`config.mk`:
```
export PLATFORM = sky130hd
export DESIGN_NAME = attack_inverse_search_flat
export DESIGN_NICKNAME = d
export VERILOG_FILES = /design/src/rtl/attack_inverse_search.sv /design/src/rtl/attack_inverse_search_if.sv /design/src/flat_wrapper.sv
export SDC_FILE = /design/constraint.sdc
export NUM_CORES = 1
export LEC_CHECK = 0
export ABC_AREA = 1
export BUFFER_PORTS_ARGS = -buffer_cell sky130_fd_sc_hd__clkbuf_2
export CAP_MARGIN = 10
export CORE_MARGIN = 10
export CORE_UTILIZATION = 55
export DETAILED_ROUTE_END_ITERATION = 16
export GPL_ROUTABILITY_DRIVEN = 0
export GPL_TIMING_DRIVEN = 0
export PLACE_DENSITY_LB_ADDON = 0.12
export SYNTH_ARGS = -nofsm -noshare
export SYNTH_HDL_FRONTEND = slang
export SYNTH_SLANG_ARGS = --single-unit
```
`constraint.sdc`:
```
create_clock -name clk -period 4.1 [get_ports clk]
set_clock_uncertainty 0.05 [all_clocks]
set_input_delay 0.615 -clock clk [delete_from_list [all_inputs] [get_ports clk]]
set_output_delay 0.615 -clock clk [all_outputs]
set_load 0.02 [all_outputs]
```
`src/rtl/attack_inverse_search.sv`:
```
// Inverse attack-curve lookup: binary search over the AttackTable curve, then restoring division
// for the fractional part. Macro VM2413_ATTACK_INV_ROUND_EN selects a rounded 9-step quotient.
package vm2413_pkg;
  localparam logic [6:0] AR_ADJUST [128] = '{
    7'd0,   7'd0,   7'd0,   7'd0,   7'd0,   7'd1,   7'd1,   7'd1,
    7'd1,   7'd1,   7'd2,   7'd2,   7'd2,   7'd2,   7'd3,   7'd3,
    7'd3,   7'd3,   7'd4,   7'd4,   7'd4,   7'd4,   7'd4,   7'd5,
    7'd5,   7'd5,   7'd6,   7'd6,   7'd6,   7'd7,   7'd7,   7'd7,
    7'd8,   7'd8,   7'd8,   7'd9,   7'd9,   7'd9,   7'd10,  7'd10,
    7'd10,  7'd11,  7'd11,  7'd11,  7'd12,  7'd12,  7'd13,  7'd13,
    7'd14,  7'd14,  7'd14,  7'd15,  7'd15,  7'd16,  7'd16,  7'd17,
    7'd17,  7'd18,  7'd18,  7'd19,  7'd19,  7'd20,  7'd20,  7'd21,
    7'd21,  7'd22,  7'd22,  7'd23,  7'd24,  7'd24,  7'd25,  7'd26,
    7'd26,  7'd27,  7'd28,  7'd28,  7'd29,  7'd30,  7'd31,  7'd31,
    7'd32,  7'd33,  7'd34,  7'd35,  7'd36,  7'd36,  7'd37,  7'd38,
    7'd39,  7'd40,  7'd41,  7'd42,  7'd43,  7'd44,  7'd45,  7'd47,
    7'd48,  7'd49,  7'd50,  7'd52,  7'd53,  7'd54,  7'd56,  7'd57,
    7'd59,  7'd60,  7'd62,  7'd64,  7'd66,  7'd67,  7'd69,  7'd71,
    7'd73,  7'd75,  7'd78,  7'd80,  7'd82,  7'd85,  7'd88,  7'd90,
    7'd93,  7'd96,  7'd100, 7'd103, 7'd107, 7'd111, 7'd117, 7'd127
  };
endpackage

module attack_inverse_search
  import vm2413_pkg::*;
(
  input  logic                    clk,
  input  logic                    reset_n,
  input  logic                    clkena,
  attack_inverse_search_if.slave  bus
);

`ifdef VM2413_ATTACK_INV_ROUND_EN
  localparam int         QW       = 9;
  localparam logic [3:0] DIV_LAST = 4'd8;
`else
  localparam int         QW       = 8;
  localparam logic [3:0] DIV_LAST = 4'd7;
`endif

  typedef enum logic [2:0] {S_IDLE, S_SEARCH, S_PREP, S_DIV, S_DONE} state_e;

  state_e          state_q, state_d;
  logic [12:0]     level_q, level_d;
  logic [6:0]      idx_q, idx_d;
  logic [2:0]      bit_q, bit_d;
  logic [3:0]      cnt_q, cnt_d;
  logic [13:0]     rem_q, rem_d;
  logic [13:0]     den_q, den_d;
  logic [QW-1:0]   quo_q, quo_d;
  logic [21:0]     addr_q, addr_d;
  logic            valid_q, valid_d;
  logic            busy_q, busy_d;

  logic [6:0]      cand_s;
  logic [14:0]     shifted_s;
  logic [7:0]      q_fin_s;
`ifdef VM2413_ATTACK_INV_ROUND_EN
  logic [9:0]      q_inc_s;
`endif

  // Next-state and datapath for the search / divide sequencer
  always_comb begin
    state_d   = state_q;
    level_d   = level_q;
    idx_d     = idx_q;
    bit_d     = bit_q;
    cnt_d     = cnt_q;
    rem_d     = rem_q;
    den_d     = den_q;
    quo_d     = quo_q;
    addr_d    = addr_q;
    valid_d   = 1'b0;
    busy_d    = busy_q;
    cand_s    = idx_q | (7'd1 << bit_q);
    shifted_s = {rem_q, 1'b0};
`ifdef VM2413_ATTACK_INV_ROUND_EN
    q_inc_s   = {1'b0, quo_q} + 10'd1;
    q_fin_s   = q_inc_s[9] ? 8'hFF : q_inc_s[8:1];
`else
    q_fin_s   = quo_q;
`endif

    case (state_q)
      S_IDLE: begin
        if (bus.start) begin
          level_d = bus.level;
          idx_d   = 7'd0;
          bit_d   = 3'd6;
          quo_d   = '0;
          busy_d  = 1'b1;
          // Top segment has no successor entry to interpolate against
          if (bus.level >= 13'd8128) begin
            idx_d   = 7'h7F;
            state_d = S_DONE;
          end else begin
            state_d = S_SEARCH;
          end
        end else begin
          state_d = S_IDLE;
        end
      end
      S_SEARCH: begin
        if ((cand_s <= 7'd126) && ({AR_ADJUST[cand_s], 6'b0} <= level_q)) begin
          idx_d = cand_s;
        end else begin
          idx_d = idx_q;
        end
        if (bit_q == 3'd0) begin
          state_d = S_PREP;
        end else begin
          bit_d = bit_q - 3'd1;
        end
      end
      S_PREP: begin
        rem_d   = {1'b0, level_q - {AR_ADJUST[idx_q], 6'b0}};
        den_d   = {1'b0, AR_ADJUST[idx_q + 7'd1] - AR_ADJUST[idx_q], 6'b0};
        cnt_d   = 4'd0;
        state_d = S_DIV;
      end
      S_DIV: begin
        // Difference is below den, so the low 14 bits carry the exact remainder
        if (shifted_s >= {1'b0, den_q}) begin
          rem_d = shifted_s[13:0] - den_q;
          quo_d = {quo_q[QW-2:0], 1'b1};
        end else begin
          rem_d = shifted_s[13:0];
          quo_d = {quo_q[QW-2:0], 1'b0};
        end
        if (cnt_q == DIV_LAST) begin
          state_d = S_DONE;
        end else begin
          cnt_d = cnt_q + 4'd1;
        end
      end
      S_DONE: begin
        addr_d  = {idx_q, q_fin_s, 7'b0};
        valid_d = 1'b1;
        busy_d  = 1'b0;
        state_d = S_IDLE;
      end
      default: begin
        state_d = S_IDLE;
      end
    endcase
  end

  // State register, advanced only on enabled edges
  always_ff @(posedge clk or negedge reset_n) begin
    if (!reset_n) begin
      state_q <= S_IDLE;
      level_q <= 13'd0;
      idx_q   <= 7'd0;
      bit_q   <= 3'd0;
      cnt_q   <= 4'd0;
      rem_q   <= 14'd0;
      den_q   <= 14'd0;
      quo_q   <= '0;
      addr_q  <= 22'd0;
      valid_q <= 1'b0;
      busy_q  <= 1'b0;
    end else if (clkena) begin
      state_q <= state_d;
      level_q <= level_d;
      idx_q   <= idx_d;
      bit_q   <= bit_d;
      cnt_q   <= cnt_d;
      rem_q   <= rem_d;
      den_q   <= den_d;
      quo_q   <= quo_d;
      addr_q  <= addr_d;
      valid_q <= valid_d;
      busy_q  <= busy_d;
    end
  end

  assign bus.busy  = busy_q;
  assign bus.valid = valid_q;
  assign bus.addr  = addr_q;

endmodule
```
`src/rtl/attack_inverse_search_if.sv`:
```
// Request/result bundle for attack_inverse_search: start/level in, busy/valid/addr out.
interface attack_inverse_search_if;
  logic        start;
  logic [12:0] level;
  logic        busy;
  logic        valid;
  logic [21:0] addr;

  modport master (output start, output level, input busy, input valid, input addr);
  modport slave  (input start, input level, output busy, output valid, output addr);
endinterface

```
`src/flat_wrapper.sv`:
```
// flat-port wrapper written by rule: the top's interface ports become plain ports
module attack_inverse_search_flat import vm2413_pkg::*;
  (clk, reset_n, clkena, bus_start, bus_level, bus_busy, bus_valid, bus_addr);
  attack_inverse_search_if bus_i ();
  input  logic clk;
  input  logic reset_n;
  input  logic clkena;
  input wire logic [$bits(bus_i.start)-1:0] bus_start;
  input wire logic [$bits(bus_i.level)-1:0] bus_level;
  output wire logic [$bits(bus_i.busy)-1:0] bus_busy;
  output wire logic [$bits(bus_i.valid)-1:0] bus_valid;
  output wire logic [$bits(bus_i.addr)-1:0] bus_addr;
  assign bus_i.start = bus_start;
  assign bus_i.level = bus_level;
  assign bus_busy = bus_i.busy;
  assign bus_valid = bus_i.valid;
  assign bus_addr = bus_i.addr;
  attack_inverse_search u_core (.clk(clk), .reset_n(reset_n), .clkena(clkena), .bus(bus_i));
endmodule
```
==> run summary <==
Status = complete, no violations
Post-cts repair resize count = 0
Reg2reg start = u_core.idx_q[0]$_DFFE_PN0P_
Max-slew violation count = 0
Post-DP HPWL = 15100 um
Layout cell share with drive strength beyond 1 = 10.5%
Drt first pass iters = 5
Nature of the critical path startpoint = flip-flop
Fmax = 263 MHz
DR iter-0 viols = 892
Post-synth EDFFs = 0
Max cap viols = 0
Seq/Total Area, Yosys = 27.3%
First-pass GRT wire length = 33000 um
Critical path class = reg -> reg
Cts hold-fix bufs = 0
Crit path time final = 3.80 ns
Residual DRC count = 0
FF-to-FF setup slack = 0.30 ns
Slew HR = 64.1%
ANT cells = 0
Area of the multi-input gates = 0.00438 sq mm
GR Util All Layers = 22.2%
Design Power = 0.00625 W
Synthesized area per cell = 6.48 sq um
Largest net degree at the start of global routing = 43
DRT antenna net count = 0
Sw power = 0.00326 W
Leak pwr = 4.00 nW
Min setup slack post-route = 0.300 ns
Fraction of registers with async set/reset = 100%
Gr ovfl total = 0
Die ar. = 0.0175 sq mm
IO Pins = 41
Die Y = 132 um
Synth Area in Compound Gates = 16.4%
Number of setup violations in the final report = 0
Most frequent cells in the layout = 317 x nand2_1, 117 x nand3_1, 107 x inv_1
Initial Util = 55.6%
Post-Synth Adder-Cell Area = 11.0%
Netlist Area Pre-Place = 0.00696 sq mm
Flop pwr share = 19.3%
DR WL/cell = 15.4 um
Worst skew pair latency = 0.35 ns
Fillcell total = 1278
Final Hold Violating Endpoints = 0
Initial antenna violation count = 0
Final layout net count = 1200
Worst-path maximum fanout = 10
Root buffer cell = clkbuf_16
PwrDens = 810 mW/mm^2
Post-synthesis xor/xnor area fraction = 1.26%
Setup bufs post-CTS = 0
Int Power = 0.00299 W
Hold_ws = 0.217 ns
CTS Sinks = 76
H-tree levels = 3
Port Buffers = 33
Pre-CTS setup slack = 0.0645 ns
Setup_tns = 0 ns
Routed vias/inst = 5.61
Reg area = 0.00190 sq mm
R2R cell count = 16
Clk buf depth = 2
Layout area overhead = 10.9%
Simple-gate share of the synthesized area = 33.3%
Yosys warns = 0
CP Data Required Time = 4.28 ns
Post-synthesis cell count = 1074
Core ar. = 0.0125 sq mm
Commonest non-fill, non-tap cell in the layout = nand2_1
Synth cell types = 47
CTS clk-pin slew, worst paths = 0.06 ns
Part of the cycle the worst path needs = 92.7%
#FFs+latches synth = 76
Mux share of post-synthesis cell area = 0.324%
Crit path DAT = 3.98 ns
Most used DFF post-synth = dfrtp_1
Unrepaired setup endpoints after global routing = false
Main combinational cell family by area after synthesis = simple AND/OR/NAND/NOR gates
# rows = 41
Die width = 132 um
Worst-margin pin slew = 0.539 ns
Clk pwr share = 13.8%
VDD IR max = 0.361 mV
DRT Wirelength = 20000 um
Vias = 7295
CTS tree = built
Setup crit end kind = flip-flop
Worst Hold Class = in -> async
Total CTS buffers = 9
Vias in the first global route = 6762
FF-to-FF End = u_core.den_q[12]$_DFFE_PN0P_
Combinational share of power = 66.9%
Switching Share = 52.1%
-- flip-flops by register name, indices dropped and copies added, names as in the netlist --
| signal | count |
|---|---|
| u_core.bit_q | 3 |
| u_core.bus.addr | 15 |
| u_core.bus.busy | 1 |
| u_core.bus.valid | 1 |
| u_core.cnt_q | 4 |
| u_core.den_q | 7 |
| u_core.idx_q | 7 |
| u_core.level_q | 13 |
| u_core.q_fin_s | 8 |
| u_core.rem_q | 14 |
| u_core.state_q | 3 |
-- cells by family after synthesis --
kind of cell	count (synthesis)
xor gates and xnor gates	10
AOI/OAI and AO/OA	204
muxes	2
buffers and inverters	169
DFF	76
and+or+nand+nor	553
other	1
adders and majority gates	59
-- per-stage QoR --
step | instance area, sq um | cells | utilization (%)
after global routing | 7710 | 1300 | 61.6
final | 7710 | 1300 | 61.6
after floorplan | 6980 | 1080 | -
after CTS | 7690 | 1301 | 61.5
after global placement | 7360 | 1285 | 58.8
after detailed placement | 7380 | 1286 | 59.0
-- metal layers --
layer,global-route usage (%),part of all wire (%),vias to the layer above
met1,28.9,44,3321
met4,5.81,1.8,0
met2,37.4,48,310
met3,3.56,6.7,35
li1,-,-,3629
met5,0,0,-
-- critical path, stage by stage, from the launching register on --
cell and delay, ns:
dfrtp_1 0.41, buf_2 0.25, clkinvlp_4 0.27, ha_1 0.62, fa_1 0.50, o211ai_1 0.19
nand3_1 0.09, nand2_1 0.08, nand2_1 0.05, nand2_1 0.09, ha_1 0.15, inv_1 0.06
fa_1 0.42, a21oi_1 0.22, nand3_1 0.10, nand3_1 0.08, nand2_1 0.05
-- cell usage after synthesis, drive strengths merged (3+ instances only) --
cell	number	area (sq um)
nand4	13	81.3
o21bai	3	22.5
fa	4	80.1
xor2	3	26.3
o31ai	3	22.5
ha	55	688
nand2	325	1240
nand3	118	596
clkbuf	13	48.8
inv	119	449
o22ai	11	68.8
dfrtp	76	1900
o21ai	97	485
a31oi	9	56.3
nor3	7	40.0
a21oi	64	350
xnor2	7	61.3
o211ai	9	67.6
buf	36	218
nor2	85	322
-- power by group through the flow --
| stage | sequential [W] | clock [W] | combinational, W |
|---|---|---|---|
| floorplan | 0.00122 | 0 | 0.00310 |
| global placement | 0.00120 | 0 | 0.00404 |
| detailed placement | 0.00121 | 0 | 0.00408 |
| CTS | 0.00120 | 0.000868 | 0.00411 |
| global route | 0.00123 | 0.000895 | 0.00472 |
| finish | 0.00120 | 0.000865 | 0.00418 |
-- how the worst max path moves through the flow --
| stage | startpoint | to | cells past startpoint |
|---|---|---|---|
| final | u_core.idx_q[0]$_DFFE_PN0P_ | u_core.den_q[12]$_DFFE_PN0P_ | 16 |
| after global routing | u_core.idx_q[2]$_DFFE_PN0P_ | u_core.den_q[11]$_DFFE_PN0P_ | 22 |
| after CTS | u_core.idx_q[1]$_DFFE_PN0P_ | u_core.den_q[11]$_DFFE_PN0P_ | 22 |
| after detailed placement | u_core.idx_q[1]$_DFFE_PN0P_ | u_core.den_q[11]$_DFFE_PN0P_ | 22 |
| after global placement | u_core.idx_q[1]$_DFFE_PN0P_ | u_core.den_q[11]$_DFFE_PN0P_ | 21 |
| after floorplan | u_core.idx_q[1]$_DFFE_PN0P_ | u_core.den_q[11]$_DFFE_PN0P_ | 21 |
-- final cells by class --
type                            instances  share of cell area (%)
Inverter                              120                    5.92
Multi-Input combinational cell        835                    56.7
Clock inverter                          6                    1.14
Tap cell                              172                    2.79
Clock buffer                            9                    2.92
Buffer                                 48                    3.41
Sequential cell                        76                    24.7
Timing Repair Buffer                   34                    2.43
Note: power is estimated with default switching activity, not from simulation.
